===== config.mk =====
export PLATFORM = sky130hd
export DESIGN_NAME = aes128_input_packer
export DESIGN_NICKNAME = d
export VERILOG_FILES = /design/src/rtl/aes128_input_packer.sv
export SDC_FILE = /design/constraint.sdc
export NUM_CORES = 1
export LEC_CHECK = 0
export BUFFER_PORTS_ARGS = -buffer_cell sky130_fd_sc_hd__buf_2
export CAP_MARGIN = 20
export CORE_MARGIN = 4
export CORE_UTILIZATION = 50
export DETAILED_ROUTE_END_ITERATION = 8
export PLACE_DENSITY = 0.69
export RECOVER_POWER = 50
export SLEW_MARGIN = 25
export SYNTH_ARGS = -nofsm -noshare
export SYNTH_HDL_FRONTEND = slang
export SYNTH_SLANG_ARGS = --single-unit

===== constraint.sdc =====
create_clock -name clk -period 3.91 [get_ports clk]
set_input_delay 0.391 -clock clk [delete_from_list [all_inputs] [get_ports clk]]
set_output_delay 0.391 -clock clk [all_outputs]
set_load 0.05 [all_outputs]

===== src/rtl/aes128_input_packer.sv =====
// Packs 32-bit words into 128-bit key/plaintext blocks for the AES-128 core.
// Holds the current key and issues {plaintext, key} pairs via a one-deep slot.
module aes128_input_packer #(
  parameter int CNT_W = 16
) (
  input  logic             clk,
  input  logic             rst_n,
  input  logic [31:0]      in_data,
  input  logic             in_is_key,
  input  logic             in_valid,
  output logic             in_ready,
  output logic [127:0]     out_plaintext,
  output logic [127:0]     out_key,
  output logic             out_valid,
  input  logic             out_ready,
  output logic             key_loaded,
  output logic             err_seq,
  output logic [CNT_W-1:0] blk_count
);

  typedef enum logic [1:0] {
    IDLE,
    FILL_PT,
    FILL_KEY
  } state_t;

  state_t           r_state;
  logic [1:0]       r_word_cnt;
  logic [127:0]     r_asm;
  logic [127:0]     r_key;
  logic [127:0]     r_out_pt;
  logic [127:0]     r_out_key;
  logic             r_out_valid;
  logic             r_key_loaded;
  logic             r_err;
  logic [CNT_W-1:0] r_blk_cnt;

  logic             w_acc;
  logic             w_busy;
  logic             w_mis;
  logic             w_last;
  logic             w_pt_done;
  logic             w_key_done;
  logic             w_drain;
  logic [6:0]       w_lo;
  logic [127:0]     w_blk;

  assign in_ready = !(r_state == FILL_PT && r_word_cnt == 2'd3 &&
                      !in_is_key && r_out_valid && !out_ready);

  assign w_acc      = in_valid && in_ready;
  assign w_busy     = (r_state != IDLE);
  assign w_mis      = w_acc && w_busy &&
                      (in_is_key != (r_state == FILL_KEY));
  assign w_last     = w_acc && w_busy && !w_mis && (r_word_cnt == 2'd3);
  assign w_pt_done  = w_last && !in_is_key;
  assign w_key_done = w_last && in_is_key;
  assign w_drain    = r_out_valid && out_ready;
  // slot k occupies bits [127-32k -: 32]; (3-k) == ~k for 2 bits
  assign w_lo       = {~r_word_cnt, 5'd0};
  assign w_blk      = {r_asm[127:32], in_data};

  assign out_plaintext = r_out_pt;
  assign out_key       = r_out_key;
  assign out_valid     = r_out_valid;
  assign key_loaded    = r_key_loaded;
  assign err_seq       = r_err;
  assign blk_count     = r_blk_cnt;

  // group FSM: state, word counter and assembly register
  always_ff @(posedge clk or negedge rst_n) begin
    if (!rst_n) begin
      r_state    <= IDLE;
      r_word_cnt <= 2'd0;
      r_asm      <= '0;
    end else if (w_acc) begin
      if (!w_busy || w_mis) begin
        r_state    <= in_is_key ? FILL_KEY : FILL_PT;
        r_word_cnt <= 2'd1;
        r_asm      <= {in_data, 96'd0};
      end else begin
        r_asm[w_lo +: 32] <= in_data;
        if (r_word_cnt == 2'd3) begin
          r_state    <= IDLE;
          r_word_cnt <= 2'd0;
        end else begin
          r_word_cnt <= r_word_cnt + 2'd1;
        end
      end
    end
  end

  // key register and loaded flag
  always_ff @(posedge clk or negedge rst_n) begin
    if (!rst_n) begin
      r_key        <= '0;
      r_key_loaded <= 1'b0;
    end else if (w_key_done) begin
      r_key        <= w_blk;
      r_key_loaded <= 1'b1;
    end
  end

  // output slot: reload on completion, else clear on drain
  always_ff @(posedge clk or negedge rst_n) begin
    if (!rst_n) begin
      r_out_pt    <= '0;
      r_out_key   <= '0;
      r_out_valid <= 1'b0;
    end else if (w_pt_done && r_key_loaded) begin
      r_out_pt    <= w_blk;
      r_out_key   <= r_key;
      r_out_valid <= 1'b1;
    end else if (w_drain) begin
      r_out_valid <= 1'b0;
    end
  end

  // error pulse and issued-block counter
  always_ff @(posedge clk or negedge rst_n) begin
    if (!rst_n) begin
      r_err     <= 1'b0;
      r_blk_cnt <= '0;
    end else begin
      r_err <= w_mis || (w_pt_done && !r_key_loaded);
      if (w_drain)
        r_blk_cnt <= r_blk_cnt + {{(CNT_W-1){1'b0}}, 1'b1};
    end
  end

endmodule

==> results.yml <==
setup_path:
  ff2ff_path_depth: 5
  rr_endpoint: "r_key[26]$_DFFE_PN0P_"
  cpMaxStageDelayCell: "clkbuf_2"
  crit_arrival_ns: 3.61
  required_ns: 4.36
  r2r_start: "r_word_cnt[0]$_DFFE_PN0P_"
  worst-path-max-fanout: 72
  r2r_setup_slack_ns: 0.75
  critPathKind: "flip-flop to flip-flop"
  cp-start-kind: "flip-flop"
  crit_path_cell_trace: "ha_1 -> nand2_1 -> nor2_4 -> clkbuf_2 -> mux2_2"
  crit_path_max_incr_delay_ns: 1.55
  critPathCaptureType: "flip-flop"
global_routing:
  grtUsageMet1_pct: 27.3
  grt_max_degree: 113
  gr-usage-met3_pct: 7.14
  antenna_found_initial: 3
  grt_first_pass_wirelength_um: 69300
  grt_use_total_pct: 21.1
  busiest_layer: "met2"
  grt_pass1_vias: 11781
  use_met2_pct: 34.3
  overflow: 0
synth:
  synthCells: 1236
  seq_area_frac_synth_pct: 64.6
  netlist_area_um2: 19500
  ys.warnings.count: 0
  synthesis.nets: 1278
  syn_area_per_cell_um2: 15.8
  yosys_register_bits: 503
  synth_cell_types: 40
cells_and_area:
  drive_above_1_share_pct: 21.2
  fin_nets: 1596
  fill_cells: 3211
  design_area_um2: 22800
  final_cells: 2113
  syn_to_final_growth_pct: 17.0
  mostFrequentLayoutCells: "dfrtp_1 (503), clkbuf_1 (282), mux2_1 (229)"
  mostFrequentLayoutCell: "dfrtp_1"
timing:
  final_max_slew_viol_count: 142
  hold_viol_final: 0
  finalSetupViolations: 0
  finalCriticalPeriod_ns: 3.16
  clock-skew-final_ns: 0.0144
  maxSlewHeadroom_pct: -45.3
  rsz0062_at_grt: "no"
  fmax_mhz: 316
  finalCritPeriodShare_pct: 80.8
  setup_tns_ns: 0
  worst_slew_pin_slew_ns: 2.18
die:
  io_pins: 313
  dieArea_um2: 42200
  die_h_um: 205
  rows: 72
  die_x_um: 205
  core_area_um2: 38600
  start_util_pct: 50.5
pwr:
  clkPwrFrac_pct: 34.5
  switching_power_mw: 4.63
  cellLeakagePower_nw: 11.7
  internal_power_mw: 9.95
  netSwitchingFraction_pct: 31.8
  pwr-share-comb_pct: 20.4
  p_seq_share_pct: 45.2
  powerDensity_nw_per_um2: 640
  ir_worst_vdd_v: 0.000565
drt:
  wl_um: 44200
  drtAntennaViolNets: 0
  drt_iter0_drc: 460
  vias: 11194
  vias_per_cell: 5.30
  detail_route.wl_per_cell_um: 20.9
  firstDrtPassIters: 4
  detail_route.drc_violations: 0
placement:
  place_congestion: 0.773
  dp_hpwl_um: 29200
  io_buffers: 312
  dpl_cell_area_um2: 21400
  placedCellCount: 2019
cts:
  cts_post_setup_buffers_inserted: 0
  cts_tree: "done"
  cts_made_buffers: 50
  cts_resized: 0
  clkSinkCount: 503
  htreeDepth: 2
  cts.reportedPaths.clkPinSlew_ns: 0.06
  ctsLongestPathBuffers: 3
  ctsRootBufferMaster: "clkbuf_16"
  insertion_delay_ns: 0.58
flow_run:
  maxCapViolations: 2
hold_path:
  hold_class: "input port to flip-flop"
  hold_end: "r_asm[101]$_DFFE_PN0P_"
  hold_path_startpoint: "in_data[5]"
  whs_path_depth: 3
run_status:
  outcome: "finished, violations left"
  violations: "capacitance limit, slew limit"
[worst max-delay path: cells and delay by family (launching register included)]
family | cells | cell delay (ns)
adder cells (fa/ha/maj) | 1 | 0.31
buffers and inverters | 1 | 1.55
flip-flops | 1 | 0.42
multiplexers | 1 | 0.46
AND/OR/NAND/NOR | 2 | 0.25
[cell type report]
class                      count  area [um^2]  share of cell area [%]
antenna                        2         5.00                  0.0220
clock buffer                  75         1550                    6.80
clock inverter                16          210                   0.923
inverter                      37          139                   0.610
multi-input combinational    629         6220                    27.3
sequential                   503        12600                    55.2
tap                          518          648                    2.84
timing repair buffer         333         1420                    6.24
[metrics by stage]
stage               hold WS [ns]  util (%)  setup WS (ns)  power, mW
floorplan                 0.0954         -           1.77       8.82
detailed placement         0.471      55.6           1.20       9.79
finish                     0.125      59.1          0.750       14.6
global route              0.0929      59.1          0.604       15.2
global placement           0.461      55.6           1.26       9.69
CTS                       0.0901      60.2           1.18       14.9
[how the worst max path moves through the flow]
stage / startpoint / endpoint / slack, ns / depth (start not counted)
floorplan: out_valid$_DFFE_PN0P_ / out_key[125]$_DFFE_PN0P_ / 1.77 / 6
global placement: r_word_cnt[0]$_DFFE_PN0P_ / out_key[1]$_DFFE_PN0P_ / 1.26 / 6
detailed placement: r_word_cnt[0]$_DFFE_PN0P_ / out_key[94]$_DFFE_PN0P_ / 1.20 / 6
CTS: r_word_cnt[0]$_DFFE_PN0P_ / out_key[94]$_DFFE_PN0P_ / 1.18 / 6
global route: r_word_cnt[0]$_DFFE_PN0P_ / r_key[26]$_DFFE_PN0P_ / 0.60 / 5
finish: r_word_cnt[0]$_DFFE_PN0P_ / r_key[26]$_DFFE_PN0P_ / 0.75 / 5
[flip-flops by register name, indices dropped and copies added (netlist names)]
register / flops
r_word_cnt: 2
r_asm: 96
out_valid: 1
blk_count: 16
err_seq: 1
key_loaded: 1
out_key: 128
r_key: 128
out_plaintext: 128
r_state: 2
[timing repair]
item                                    in CTS  in global routing
hold buffers                                 1                  0
endpoints found under the hold margin      103                  0
endpoints found under the setup margin       0                  0
[cells by family after synthesis]
group	count (synthesis)	synth area share (%)
flip-flops	503	64.6
multiplexers	449	25.7
AND/OR/NAND/NOR	112	2.99
buffers and inverters	104	3.55
AO/OA/AOI/OAI	47	2.05
XOR/XNOR	16	0.719
adder cells (fa/ha/maj)	5	0.321
[cell usage after synthesis (all sizes together)]
cell    number  share of area [%]
a211o        1              0.045
a211oi       1              0.064
a21oi        2              0.051
a22o        32                1.4
a32o         1              0.051
and2         2              0.064
and3        35                1.1
buf         55                2.6
clkbuf      12               0.23
dfrtp      503                 65
ha           5               0.32
inv         37               0.71
mux2       416                 24
mux2i       33                1.7
nand2       44               0.86
nand2b       2              0.064
nand3        6               0.22
nand3b       1              0.039
nand4        6               0.19
nor2         7               0.13
nor2b        2              0.064
nor3         3              0.077
nor3b        1              0.039
nor4b        1              0.045
o21a         2              0.077
o21ai        5               0.13
o31ai        1              0.039
o41a         1               0.11
o41ai        1              0.045
or2          2              0.064
xnor2       12               0.54
xor2         4               0.18
[routing by layer]
| layer | vias to the layer above | part of all wire [%] | routed length (um) |
|---|---|---|---|
| met2 | 283 | 48 | 21200 |
| li1 | 4965 | - | - |
| met5 | - | 0.027 | 12 |
| met3 | 71 | 7.8 | 3450 |
| met1 | 5873 | 42 | 18400 |
| met4 | 2 | 2.6 | 1160 |
[power by group through the flow]
| stage | sequential [mW] | combinational (mW) | clock [mW] |
|---|---|---|---|
| after global placement | 6.62 | 3.06 | 0 |
| after global routing | 6.70 | 3.17 | 5.37 |
| after CTS | 6.58 | 3.13 | 5.15 |
| final | 6.59 | 2.97 | 5.02 |
| after detailed placement | 6.67 | 3.12 | 0 |
| after floorplan | 7.85 | 0.968 | 0 |
Note: power is estimated with default switching activity, not from simulation.
